## src/rtl/multicycle_ctrl.sv

```systemverilog
// Multi-cycle control unit for the yIF/yID/yEX/yDM/yWB RV32 datapath.
// Each instruction is latched in FETCH and then walks a per-class state path.
// All strobes are registered, computed for the state being entered. The one
// exception is the beq PC select, which follows the live ALU zero flag.
// A retired-instruction counter and a sticky illegal-opcode halt are included.
module multicycle_ctrl #(
    parameter int CNT_W           = 32,
    parameter bit HALT_ON_ILLEGAL = 1'b1
) (
    input  logic             clk,
    input  logic             rst_n,
    input  logic [31:0]      ins,
    input  logic             zero,
    output logic             IRWrite,
    output logic             RegWrite,
    output logic             ALUSrc,
    output logic [2:0]       op,
    output logic             MemRead,
    output logic             MemWrite,
    output logic             Mem2Reg,
    output logic             Link,
    output logic             PCWrite,
    output logic [1:0]       PCSel,
    output logic [2:0]       state,
    output logic             halted,
    output logic [CNT_W-1:0] retired
);

    typedef enum logic [2:0] {
        S_START  = 3'd0,
        S_FETCH  = 3'd1,
        S_DECODE = 3'd2,
        S_EXEC   = 3'd3,
        S_MEM    = 3'd4,
        S_WB     = 3'd5,
        S_HALT   = 3'd6
    } state_t;

    localparam logic [6:0] OPC_R     = 7'h33;
    localparam logic [6:0] OPC_I     = 7'h13;
    localparam logic [6:0] OPC_LOAD  = 7'h03;
    localparam logic [6:0] OPC_STORE = 7'h23;
    localparam logic [6:0] OPC_BEQ   = 7'h63;
    localparam logic [6:0] OPC_JAL   = 7'h6F;

    localparam logic [2:0] ALU_AND = 3'b000;
    localparam logic [2:0] ALU_OR  = 3'b001;
    localparam logic [2:0] ALU_ADD = 3'b010;
    localparam logic [2:0] ALU_SUB = 3'b110;
    localparam logic [2:0] ALU_SLT = 3'b111;

    // br marks beq EXEC so PCSel[0] can follow the zero flag combinationally.
    typedef struct packed {
        logic       irwrite;
        logic       regwrite;
        logic       alusrc;
        logic [2:0] op;
        logic       memread;
        logic       memwrite;
        logic       mem2reg;
        logic       link;
        logic       pcwrite;
        logic [1:0] pcsel;
        logic       br;
    } ctrl_t;

    localparam ctrl_t CTRL_IDLE = '{op: ALU_ADD, default: '0};

    state_t     st_q;
    ctrl_t      ctl_q;
    logic [6:0] opc_q;
    logic [2:0] f3_q;
    logic       f7_q;
    logic       halted_q;
    logic [CNT_W-1:0] retired_q;

    // Only opcode, funct3 and funct7[5] steer the control path.
    logic unused_ins;
    assign unused_ins = ^{ins[31], ins[29:15], ins[11:7]};

    function automatic logic is_legal(input logic [6:0] opc);
        return (opc == OPC_R) || (opc == OPC_I) || (opc == OPC_LOAD) ||
               (opc == OPC_STORE) || (opc == OPC_BEQ) || (opc == OPC_JAL);
    endfunction

    // ALU operation for R/I arithmetic; everything else adds.
    function automatic logic [2:0] alu_op(input logic [6:0] opc, input logic [2:0] f3,
                                          input logic f7);
        logic [2:0] a;
        a = ALU_ADD;
        if (opc == OPC_R || opc == OPC_I) begin
            case (f3)
                3'b000:  a = (opc == OPC_R && f7) ? ALU_SUB : ALU_ADD;
                3'b111:  a = ALU_AND;
                3'b110:  a = ALU_OR;
                3'b010:  a = ALU_SLT;
                default: a = ALU_ADD;
            endcase
        end
        return a;
    endfunction

    // Control strobes to present while sitting in state s with the given IR fields.
    function automatic ctrl_t ctrl_for(input state_t s, input logic [6:0] opc,
                                       input logic [2:0] f3, input logic f7);
        ctrl_t c;
        // NOTE: start from the idle pattern so every field has a value on every path (no latches).
        c = CTRL_IDLE;
        case (s)
            S_FETCH:  c.irwrite = 1'b1;
            S_DECODE: c.pcwrite = !is_legal(opc) && !HALT_ON_ILLEGAL;
            S_EXEC: begin
                case (opc)
                    OPC_R:     c.op = alu_op(opc, f3, f7);
                    OPC_I: begin
                        c.alusrc = 1'b1;
                        c.op     = alu_op(opc, f3, f7);
                    end
                    OPC_LOAD, OPC_STORE: c.alusrc = 1'b1;
                    OPC_BEQ: begin
                        c.op      = ALU_SUB;
                        c.pcwrite = 1'b1;
                        c.br      = 1'b1;
                    end
                    OPC_JAL: begin
                        c.regwrite = 1'b1;
                        c.link     = 1'b1;
                        c.pcwrite  = 1'b1;
                        c.pcsel    = 2'd2;
                    end
                    default: c = CTRL_IDLE;
                endcase
            end
            S_MEM: begin
                if (opc == OPC_LOAD) begin
                    c.memread = 1'b1;
                end else begin
                    c.memwrite = 1'b1;
                    c.alusrc   = 1'b1;
                    c.pcwrite  = 1'b1;
                end
            end
            S_WB: begin
                c.regwrite = 1'b1;
                c.pcwrite  = 1'b1;
                c.mem2reg  = (opc == OPC_LOAD);
                c.alusrc   = (opc != OPC_R);
                c.op       = alu_op(opc, f3, f7);
            end
            default: c = CTRL_IDLE;
        endcase
        return c;
    endfunction

    // Sequencer: state, latched IR fields, registered strobes, halt flag and retire count.
    always_ff @(posedge clk or negedge rst_n) begin
        if (!rst_n) begin
            st_q      <= S_START;
            ctl_q     <= CTRL_IDLE;
            opc_q     <= '0;
            f3_q      <= '0;
            f7_q      <= 1'b0;
            halted_q  <= 1'b0;
            retired_q <= '0;
        end else begin
            // NOTE: non-blocking throughout, so every branch below sees the pre-edge register values.
            if (ctl_q.pcwrite) begin
                retired_q <= retired_q + CNT_W'(1);
            end
            case (st_q)
                S_START: begin
                    st_q  <= S_FETCH;
                    ctl_q <= ctrl_for(S_FETCH, opc_q, f3_q, f7_q);
                end
                S_FETCH: begin
                    opc_q <= ins[6:0];
                    f3_q  <= ins[14:12];
                    f7_q  <= ins[30];
                    st_q  <= S_DECODE;
                    ctl_q <= ctrl_for(S_DECODE, ins[6:0], ins[14:12], ins[30]);
                end
                S_DECODE: begin
                    if (is_legal(opc_q)) begin
                        st_q  <= S_EXEC;
                        ctl_q <= ctrl_for(S_EXEC, opc_q, f3_q, f7_q);
                    end else if (HALT_ON_ILLEGAL) begin
                        st_q     <= S_HALT;
                        halted_q <= 1'b1;
                        ctl_q    <= CTRL_IDLE;
                    end else begin
                        st_q  <= S_FETCH;
                        ctl_q <= ctrl_for(S_FETCH, opc_q, f3_q, f7_q);
                    end
                end
                S_EXEC: begin
                    if (opc_q == OPC_BEQ || opc_q == OPC_JAL) begin
                        st_q  <= S_FETCH;
                        ctl_q <= ctrl_for(S_FETCH, opc_q, f3_q, f7_q);
                    end else if (opc_q == OPC_LOAD || opc_q == OPC_STORE) begin
                        st_q  <= S_MEM;
                        ctl_q <= ctrl_for(S_MEM, opc_q, f3_q, f7_q);
                    end else begin
                        st_q  <= S_WB;
                        ctl_q <= ctrl_for(S_WB, opc_q, f3_q, f7_q);
                    end
                end
                S_MEM: begin
                    if (opc_q == OPC_LOAD) begin
                        st_q  <= S_WB;
                        ctl_q <= ctrl_for(S_WB, opc_q, f3_q, f7_q);
                    end else begin
                        st_q  <= S_FETCH;
                        ctl_q <= ctrl_for(S_FETCH, opc_q, f3_q, f7_q);
                    end
                end
                S_WB: begin
                    st_q  <= S_FETCH;
                    ctl_q <= ctrl_for(S_FETCH, opc_q, f3_q, f7_q);
                end
                S_HALT: begin
                    st_q  <= S_HALT;
                    ctl_q <= CTRL_IDLE;
                end
                default: begin
                    st_q  <= S_START;
                    ctl_q <= CTRL_IDLE;
                end
            endcase
        end
    end

    assign IRWrite  = ctl_q.irwrite;
    assign RegWrite = ctl_q.regwrite;
    assign ALUSrc   = ctl_q.alusrc;
    assign op       = ctl_q.op;
    assign MemRead  = ctl_q.memread;
    assign MemWrite = ctl_q.memwrite;
    assign Mem2Reg  = ctl_q.mem2reg;
    assign Link     = ctl_q.link;
    assign PCWrite  = ctl_q.pcwrite;
    assign PCSel    = {ctl_q.pcsel[1], ctl_q.pcsel[0] | (ctl_q.br & zero)};
    assign state    = st_q;
    assign halted   = halted_q;
    assign retired  = retired_q;

endmodule

```

## config.mk

```make
export PLATFORM = sky130hd
export DESIGN_NAME = multicycle_ctrl
export DESIGN_NICKNAME = d
export VERILOG_FILES = /design/src/rtl/multicycle_ctrl.sv
export SDC_FILE = /design/constraint.sdc
export NUM_CORES = 1
export LEC_CHECK = 0
export ABC_AREA = 1
export BUFFER_PORTS_ARGS = -buffer_cell sky130_fd_sc_hd__buf_2
export CAP_MARGIN = 20
export CORE_MARGIN = 2
export CORE_UTILIZATION = 50
export DETAILED_ROUTE_END_ITERATION = 8
export GPL_ROUTABILITY_DRIVEN = 0
export GPL_TIMING_DRIVEN = 0
export PLACE_DENSITY = 0.84
export SLEW_MARGIN = 25
export SYNTH_ARGS = -nofsm -noshare
export SYNTH_HDL_FRONTEND = slang
export SYNTH_SLANG_ARGS = --single-unit
```

## constraint.sdc

```tcl
create_clock -name clk -period 3.8 [get_ports clk]
set_input_delay 0.38 -clock clk [delete_from_list [all_inputs] [get_ports clk]]
set_output_delay 0.38 -clock clk [all_outputs]
set_load 0.03 [all_outputs]
```

Yosys cells after proc, flatten, opt, wreduce, memory -nomap -nowiden
Cells that the tools add are included.

$add $sub $neg: 1. Bitwise gates (word level): 3. Equality and inequality tests: 16. Reductions and logical operators: 15. Multiplexer cells: 21.

Operators by type and width (count): $pmux 14 s4 (1); $add 32x1->32 const B (1); $mux 14 (2); $mux 13 (2); $pmux 3 s6 (1); $eq 3x3->1 const B (5); $mux 3 (5); $eq 7x6->1 const B (2); $eq 7x7->1 const B (2); $pmux 3 s4 (1); $eq 3x2->1 const B (3); $eq 7x2->1 const B (1); $eq 7x5->1 const B (1); $logic_or 1x1->1 (7); $mux 1 (7); $ne 7x6->1 const B (1); $logic_not 3->1 (2); $pmux 3 s2 (1); $reduce_or 2->1 (3); $eq 3x1->1 const B (1); $reduce_or 3->1 (1); $mux 2 (1); $reduce_and 2->1 (1); $and 1x1->1 (1); other kinds (3) (3).

Output and inout port bits: 49. Logic and storage cells: 73. Bits of input ports: 35. Flip-flop bits (word level): 61.

Depth between registers and ports, before layout
Gate-level depths: netlist (run 1).

Depth in word-level cells: 8. Gate-level depth with buffers: 9. Gate-level depth less buffers: 9.

Worst setup path after synthesis (run 1)
OpenSTA, ideal clock, no wires.

Path type: reg2reg. Start point: reg retired_q[0], in the netlist retired[0]. End point: reg retired_q[22], in the netlist retired[22]. Arrival time: 1.510 ns. Clock period less this slack: 1.645 ns. Buffers on the path: 0. Setup slack: 2.155 ns. Library setup time: 0.134 ns. Required time: 3.666 ns. Cell stages (with the launch flop): 8. Path through: dfrtp_1 > ha_1 > nand4_2 > nor2_2 > nand2_1 > nor2_1 > nand2_1 > xnor2_1.

Word-level cells in the longest chain between the ends: 1.

RTL lines: start: declaration (RTL line 75) `logic [CNT_W-1:0] retired_q;`; start signal: assignment (RTL line 168) `retired_q <= retired_q + CNT_W'(1);`; $add 32x1->32 (RTL line 168).

Every way passes these cells. A chain may end at the register's enable or synchronous reset.

Worst setup path in the final report (run 1)
Start point: reg retired_q[0], in the netlist retired[0]. End point: reg retired_q[28], in the netlist retired[28].

Same word-level chain as after synthesis.

==> qor.yml, run 1 <==
min_path:
  worst_hold_path_type: "input port to async pin"
grt:
  via_count_of_the_first_global_routing_pass: 2635
  maximum_number_of_pins_on_one_net_before_global_route_repair: 60
  global_route.usage.total_pct: 21.86
  global_route_wire_length_before_repair_um: 11180
  grt_antenna_before_repair: 0
  global_route.overflow_total: 0
floorplanning:
  chipWidth_um: 81.58
  row_count: 28
  chipHeight_um: 81.58
  floorplan.die_area_um2: 6654
  io-pin-count: 84
  floorplan.initialDensity_pct: 51.43
  fp.coreArea_um2: 5851
setup_path:
  startpoint: "retired[0]"
  crit_path_max_incr_delay_ps: 430
  crit_path_end: "retired[28]"
  startpoint_type: "register"
  crit_path_top_delay_cell: "sky130_fd_sc_hd__dfrtp_1"
  critical_path.reg2reg.startpoint: "retired[0]"
  timing_worst_setup_path_type: "register to register"
  critical_path_cell_count: 8
  crit_path_max_fanout: 5
  cp.arrival_ps: 1940
  r2r-end: "retired[28]"
  crit_family: "simple AND/OR/NAND/NOR gates"
  endpoint_class_of_the_critical_path: "register"
  critical_path_required_ps: 4030
  critical_path_buf_inv_count: 0
  regToRegSetupSlack_ps: 2090
  critical_path.cell_chain: "ha_1 -> nand4_2 -> nor2_1 -> nand3_1 -> nor2_1 -> nand3_1 -> nand2_1 -> nand2_1"
  rr_worst_depth: 8
timing:
  transition_time_at_the_pin_with_the_least_slew_margin_ps: 724.1
  final_number_of_max_transition_violations: 0
  grt_setup_unrepaired: "no"
  finalSetupViolCount: 0
  post_route_skew_ps: 10.50
  peak_clock_frequency_supported_by_timing_mhz: 584.1
  worst_slew_margin_rel_pct: 51.73
  post_route_minimum_period_ps: 1712
  final.setup.tns_ps: 0
  fin_crit_sh_pct: 45.06
  report.final.hold_viol_count: 0
yosys:
  postSynthNetCount: 416
  yosysUniqueCellTypes: 28
  postSynthCellCount: 380
  synthesis.yosys.warnings: 0
  post_synth_instance_area_um2: 3009
  synth_seq_area_share_pct: 49.11
  yosys_register_bits: 59
  syn_area_per_cell_um2: 7.919
cts:
  cts_buffer_depth: 2
  clock_tree.root_cell: "sky130_fd_sc_hd__clkbuf_8"
  worstSkewPairLatency_ps: 340
  number_of_buffers_created_by_cts: 9
  cts_tree: "yes"
  clock_sinks: 59
  ctsHtreeMaxLevel: 3
  cts_setup_buffers: 0
  cts_hold_buffers: 0
  ctsResizeCount: 0
  worst_setup_hold_path_clk_slew_ps: 80
drt:
  via_density_per_instance: 5.105
  highest-signal-layer: "met4"
  detail_route.drc_violations: 0
  routed_wire_length_per_instance_um: 12.38
  dr.first_iter.drc_count: 134
  detail_route.wirelength.met1_um: 2681
  detail-route-antenna-nets: 0
  met3RoutedLength_um: 408
  wl_met2_um: 3339
  dr.pass1.iters: 4
  vias: 2721
  wl_final_um: 6597
finish:
  n_antenna_cell: 0
  layout.cell_area.non_filler_um2: 3618
  layout-area-overhead-vs-synth_pct: 20.25
  ratio_of_cells_with_drive_above_1_in_the_final_layout_pct: 21.40
  fillers: 494
  num-nets-final: 489
  layout.cells.most_common: "sky130_fd_sc_hd__nand2_1"
  layout.cells.most_common_list: "106 x sky130_fd_sc_hd__nand2_1, 63 x sky130_fd_sc_hd__buf_2, 58 x sky130_fd_sc_hd__dfrtp_1"
place:
  port_buffers: 62
  dp_hpwl_um: 4924
  post_placement_cell_area_um2: 3416
flow_run:
  maxCapViolCount: 0
power:
  power.share.clock_pct: 28.4
  switching_power_w: 0.0007753
  power.share.sequential_pct: 42.0
  comb_power_share_pct: 29.6
  power.ir.vdd_worst_uv: 527.6
  p_per_area_nw_per_um2: 563.8
  cellLeakagePower_nw: 1.944
  sw_ratio_pct: 38.00
  p_int_w: 0.001265
run_status:
  outcome: "complete, no violations"
-- area by class of cell --
cell class	instances	area (µm²)	share of cell area (%)
clock inverter	6	65.06	1.798
sequential	59	1478	40.84
tap	75	93.84	2.593
clock buffer	10	137.6	3.804
buffer	7	47.55	1.314
inverter	52	195.2	5.394
timing repair buffer	62	312.8	8.645
multi-input combinational	262	1289	35.62
-- state kept, by name (all words and copies together) (netlist names) --
name and flops:
IRWrite 1, ctl_q 1, f3_q 3, op 3
f7_q 1, MemRead 1, Mem2Reg 1, PCWrite 1
state 3, RegWrite 1, Link 1, halted 1
MemWrite 1, retired 32, ALUSrc 1, opc_q 7
-- logic make-up (layout without fill, tap and decap cells) --
logic type	count (synthesis)	in the layout	share of synthesized area, %
AND/OR/NAND/NOR	213	213	30.73
flip-flops	59	59	49.11
buffers and inverters	59	137	8.066
AO/OA/AOI/OAI	25	25	4.657
XOR/XNOR	19	19	5.530
multiplexers	4	4	1.497
adder cells (fa/ha/maj)	1	1	0.4157
-- layer usage --
metal / vias to the layer above / GRT usage [%]
met1: 1261 / 26.33
met4: 0 / 9.667
met3: 24 / 4.835
met5: - / 0
li1: 1339 / -
met2: 97 / 37.54
-- how the worst min path moves through the flow --
stage	startpoint	end	slack, ps	cells after the start
after CTS	rst_n	retired[13]	120	1
final	rst_n	retired[13]	100	1
after global placement	halted	halted	450	2
after floorplan	rst_n	ALUSrc	80	0
after global routing	rst_n	retired[12]	150	1
after detailed placement	halted	halted	460	2
-- synthesized netlist by cell type, drive strengths merged --
cell,n,share of area [%]
a21oi,11,1.8
a31oi,1,0.21
and3,1,0.21
buf,7,1.6
dfrtp,58,48
dfstp,1,0.87
ha,1,0.42
inv,52,6.5
mux2,4,1.5
nand2,108,14
nand3,20,3.3
nand3b,4,1.0
nand4,12,2.7
nor2,58,7.4
nor3,9,2.2
nor4,1,0.21
o2111ai,1,0.29
o211ai,3,0.75
o21ai,8,1.3
o21bai,1,0.25
xnor2,6,1.7
xor2,13,3.8
-- per-stage QoR --
step           setup slack [ps]  hold slack [ps]  power [W]  std cells  util [%]
2_1_floorplan              2155            84.41   0.001293        380         -
3_3_place_gp               2136            445.4   0.001438        517     58.34
3_5_place_dp               2096            456.7   0.001468        517     58.38
4_1_cts                    2085            119.8   0.002050        533     61.85
5_1_grt                    1950            154.1   0.002171        533     61.85
6_report                   2088            99.07   0.002040        533     61.85
-- power groups by stage --
stage | Clock (W) | Combinational [W] | Sequential (W)
after global routing | 0.000617 | 0.000679 | 0.000875
after floorplan | 0 | 0.000339 | 0.000954
after detailed placement | 0 | 0.000602 | 0.000867
after CTS | 0.000588 | 0.000606 | 0.000855
final | 0.000579 | 0.000604 | 0.000857
after global placement | 0 | 0.000580 | 0.000859
No activity file was read; power rests on OpenSTA's default activity.
==> inputs of run 2 (changes only) <==
--- a/config.mk
+++ b/config.mk
@@ -5,7 +5,7 @@
 export SDC_FILE = /design/constraint.sdc
 export NUM_CORES = 1
 export LEC_CHECK = 0
-export ABC_AREA = 1
+export ABC_AREA = 0
 export BUFFER_PORTS_ARGS = -buffer_cell sky130_fd_sc_hd__buf_2
 export CAP_MARGIN = 20
 export CORE_MARGIN = 2
@@ -13,7 +13,7 @@
 export DETAILED_ROUTE_END_ITERATION = 8
 export GPL_ROUTABILITY_DRIVEN = 0
 export GPL_TIMING_DRIVEN = 0
-export PLACE_DENSITY = 0.84
+export PLACE_DENSITY = 0.85
 export SLEW_MARGIN = 25
 export SYNTH_ARGS = -nofsm -noshare
 export SYNTH_HDL_FRONTEND = slang
==> constraint.sdc (replaced) <==
create_clock -name clk -period 1.7 [get_ports clk]
set_input_delay 0.17 -clock clk [delete_from_list [all_inputs] [get_ports clk]]
set_output_delay 0.17 -clock clk [all_outputs]
set_load 0.03 [all_outputs]
==> qor.yml, run 2 <==
run_status:
  outcome: "complete, but fails checks"
  failed_checks: "negative setup slack"
floorplanning:
  row_count: 26  # -7.1%
  io-pin-count: 84  # unchanged
  chipHeight_um: 78.06  # -4.3%
  fp.coreArea_um2: 5205  # -11%
  floorplan.initialDensity_pct: 52.69  # +1.3 points
  floorplan.die_area_um2: 6093  # -8.4%
  chipWidth_um: 78.06  # -4.3%
setup_path:
  critical_path_required_ps: 1930  # -2100 ps
  timing_worst_setup_path_type: "register to register"
  startpoint_type: "register"
  r2r-end: "op[0]"
  endpoint_class_of_the_critical_path: "register"
  rr_worst_depth: 4  # -4
  critical_path.reg2reg.startpoint: "state[2]"
  regToRegSetupSlack_ps: -70  # -2160 ps
  cp.arrival_ps: 2000  # +60 ps
  crit_path_max_fanout: 4  # -1
yosys:
  ys_top_cells_by_area: "sky130_fd_sc_hd__dfrtp_1 53%, sky130_fd_sc_hd__xnor2_1 8.9%, sky130_fd_sc_hd__nand4_1 4.6%, sky130_fd_sc_hd__mux2_2 4.5%, sky130_fd_sc_hd__nand2_1 2.1%"
  postSynthCellCount: 238  # -37%
  yosys_register_bits: 59  # unchanged
  synth_top_area_cell: "sky130_fd_sc_hd__dfrtp_1"
  synthMuxAreaShare_pct: 4.516  # +3.0 points
  yosys.area.top_type_share_pct: 52.92  # +4.7 points
  yosys-top-cells-count: "58 x sky130_fd_sc_hd__dfrtp_1, 28 x sky130_fd_sc_hd__xnor2_1, 20 x sky130_fd_sc_hd__nand4_1"
  async_sr_flop_fraction_pct: 100.0  # unchanged
  postSynthNetCount: 274  # -34%
  synthesis.yosys.warnings: 0  # unchanged
  yosys.area_share.simple_pct: 19.62  # -11 points
  synth_seq_area_share_pct: 53.88  # +4.8 points
  post_synth_instance_area_um2: 2743  # -8.9%
  synth_fa_ha_area_share_pct: 0.4562  # +0.040 points
  synth_compound_gate_area_share_pct: 7.162  # +2.5 points
  synth-edff-count: 0  # unchanged
  synthMostInstantiatedCell: "sky130_fd_sc_hd__dfrtp_1"
  synth_top_family_by_area: "simple AND/OR/NAND/NOR gates"
  ys_dominant_reg_cell: "sky130_fd_sc_hd__dfrtp_1"
  syn_area_per_cell_um2: 11.52  # +46%
  yosysUniqueCellTypes: 50  # +79%
  post_synth_xor_area_fraction_pct: 10.22  # +4.7 points
drt:
  detail_route.drc_violations: 0  # unchanged
  via_density_per_instance: 5.567  # +9.0%
  detail-route-antenna-nets: 0  # unchanged
  dr.pass1.iters: 4  # unchanged
  routed_wire_length_per_instance_um: 15.26  # +23%
  vias: 2260  # -17%
  wl_final_um: 6196  # -6.1%
  dr.first_iter.drc_count: 66  # -51%
finish:
  post-route-util_pct: 69.06  # +7.2 points
  layout.cells.most_common: "sky130_fd_sc_hd__buf_2"
  fillers: 383  # -22%
  final-instance-count-excl-fill: 406  # -24%
  ratio_of_cells_with_drive_above_1_in_the_final_layout_pct: 43.75  # +22 points
  number_of_flip_flops_in_the_largest_register: 32  # unchanged
  layout-area-overhead-vs-synth_pct: 31.07
  n_antenna_cell: 0  # unchanged
  num-nets-final: 367  # -25%
  layout.cells.most_common_list: "62 x sky130_fd_sc_hd__buf_2, 51 x sky130_fd_sc_hd__dfrtp_1, 27 x sky130_fd_sc_hd__buf_4, 27 x sky130_fd_sc_hd__xnor2_1, 20 x sky130_fd_sc_hd__nand4_1"
cts:
  cts_buffer_depth: 2  # unchanged
  ctsHtreeMaxLevel: 3  # unchanged
  worstSkewPairLatency_ps: 340  # about the same
  clock_tree.root_cell: "sky130_fd_sc_hd__clkbuf_8"
  worst_setup_hold_path_clk_slew_ps: 60  # -20 ps
  number_of_buffers_created_by_cts: 9  # unchanged
  clock_sinks: 59  # unchanged
  cts_tree: "yes"
grt:
  maximum_number_of_pins_on_one_net_before_global_route_repair: 60  # unchanged
  grt_antenna_before_repair: 0  # unchanged
  grt_use_met2_pct: 32.16  # -5.4 points
  global_route.peak_usage_layer: "met2"
  global_route.usage.total_pct: 19.67  # -2.2 points
  grt_util_met3_pct: 8.391  # +3.6 points
  global_route.overflow_total: 0  # unchanged
  via_count_of_the_first_global_routing_pass: 1981  # -25%
  global_route_wire_length_before_repair_um: 9135  # -18%
  grt_util_met1_pct: 22.26  # -4.1 points
timing:
  final_number_of_max_transition_violations: 0  # unchanged
  postLayoutSetupSlackWorst_ps: -69.61  # -2157 ps
  report.final.hold_viol_count: 0  # unchanged
  post_route_minimum_period_ps: 1770  # +57.50 ps
  grt_setup_unrepaired: "yes"
  worst_slew_margin_rel_pct: 52.01  # +0.28 points
  finalSetupViolCount: 5  # +5
  timing.hold.ws_ps: 35.76  # -63.31 ps
  post_route_skew_ps: 7.148  # -3.348 ps
  transition_time_at_the_pin_with_the_least_slew_margin_ps: 719.8  # -4.263 ps
  fin_crit_sh_pct: 104.1  # +59 points
  peak_clock_frequency_supported_by_timing_mhz: 565.1  # -3.2%
power:
  p_per_area_nw_per_um2: 1390  # +150%
  power.ir.vdd_worst_uv: 983.8  # +86%
  report.power.total_w: 0.004995  # +140%
  cellLeakagePower_nw: 1.708  # -12%
place:
  port_buffers: 62  # unchanged
  numPlacedInstances: 370  # -28%
  place_ws_ps: -67.77  # -2163 ps
  dp_hpwl_um: 3920  # -20%
min_path:
  holdCritStartpoint: "ins[5]"
  hold_path_depth: 3
  min_to: "opc_q[5]"
  worst_hold_path_type: "input port to register"
flow_run:
  maxCapViolCount: 0  # unchanged
## run 2: cell types whose count changed after synthesis, moves of 4 or more
cell	change
sky130_fd_sc_hd__nand2_1	-91
sky130_fd_sc_hd__nand3_1	-11
sky130_fd_sc_hd__and2_1	+4
sky130_fd_sc_hd__nand4_1	+9
sky130_fd_sc_hd__inv_1	-44
sky130_fd_sc_hd__nor2_1	-48
sky130_fd_sc_hd__a21oi_1	-8
sky130_fd_sc_hd__xnor2_1	+22
sky130_fd_sc_hd__and3_1	+4
sky130_fd_sc_hd__xor2_1	-9
sky130_fd_sc_hd__mux2_2	+7
## run 2: layer usage
layer,up-vias,part of all wire [%]
met1,1095,40
met3,22,5.9
li1,1043,-
met5,-,0
met4,0,2.7
met2,100,52
## run 2: how the worst max path moves through the flow
stage	start	end	slack (ps)	cells past startpoint
floorplan	retired[0]	retired[20]	-20	5
global placement	opc_q[4]	op[0]	-40	5
detailed placement	opc_q[2]	op[2]	-70	5
CTS	state[1]	op[0]	-20	5
global route	retired[0]	retired[30]	-120	6
finish	state[2]	op[0]	-70	4
## run 2: layout make-up
class                      count  area (µm²)  area share (%)
buffer                        11       91.34           2.541
clock buffer                  13       138.9           3.864
clock inverter                 3       15.01          0.4177
inverter                       7       26.28          0.7309
multi-input combinational    160        1276           35.50
sequential                    59        1486           41.35
tap                           70       87.58           2.436
timing repair buffer          83       473.0           13.16
## run 2: critical path: stages, from the launching register on
cell and delay, ps:
sky130_fd_sc_hd__dfrtp_1 410, sky130_fd_sc_hd__or3b_4 420, sky130_fd_sc_hd__nor4_4 390, sky130_fd_sc_hd__a21oi_4 90
sky130_fd_sc_hd__a2111oi_4 350
## run 2: cell families (layout without fill, tap and decap cells)
logic type               Yosys count  after routing
flip-flops                        59             59
multiplexers                      11             11
XOR/XNOR                          32             32
AND/OR/NAND/NOR                   89             89
AO/OA/AOI/OAI                     27             27
buffers and inverters             19            117
adder cells (fa/ha/maj)            1              1
## run 2: per-stage QoR
step / area, µm² / TNS (ps)
after floorplan: 2749 / -63.40
after global placement: 3147 / -106.1
after detailed placement: 3149 / -343.8
after CTS: 3361 / -56.46
after global routing: 3595 / -669.0
final: 3595 / -154.8
## run 2: where the power goes
part	leakage [nW]	switching, W	internal (W)	total, W
Combinational	0.859	0.00112	0.000862	0.00198
Clock	0.0812	0.000503	0.000522	0.00102
Sequential	0.767	0.000299	0.00169	0.00199
## run 2: what timing repair did
item	CTS	global route
endpoints found under the setup margin	22	29
setup buffers	0	20
pin swaps	0	11
hold endpoints to repair	58	0
hold buffers	1	0
gates resized for setup	10	24
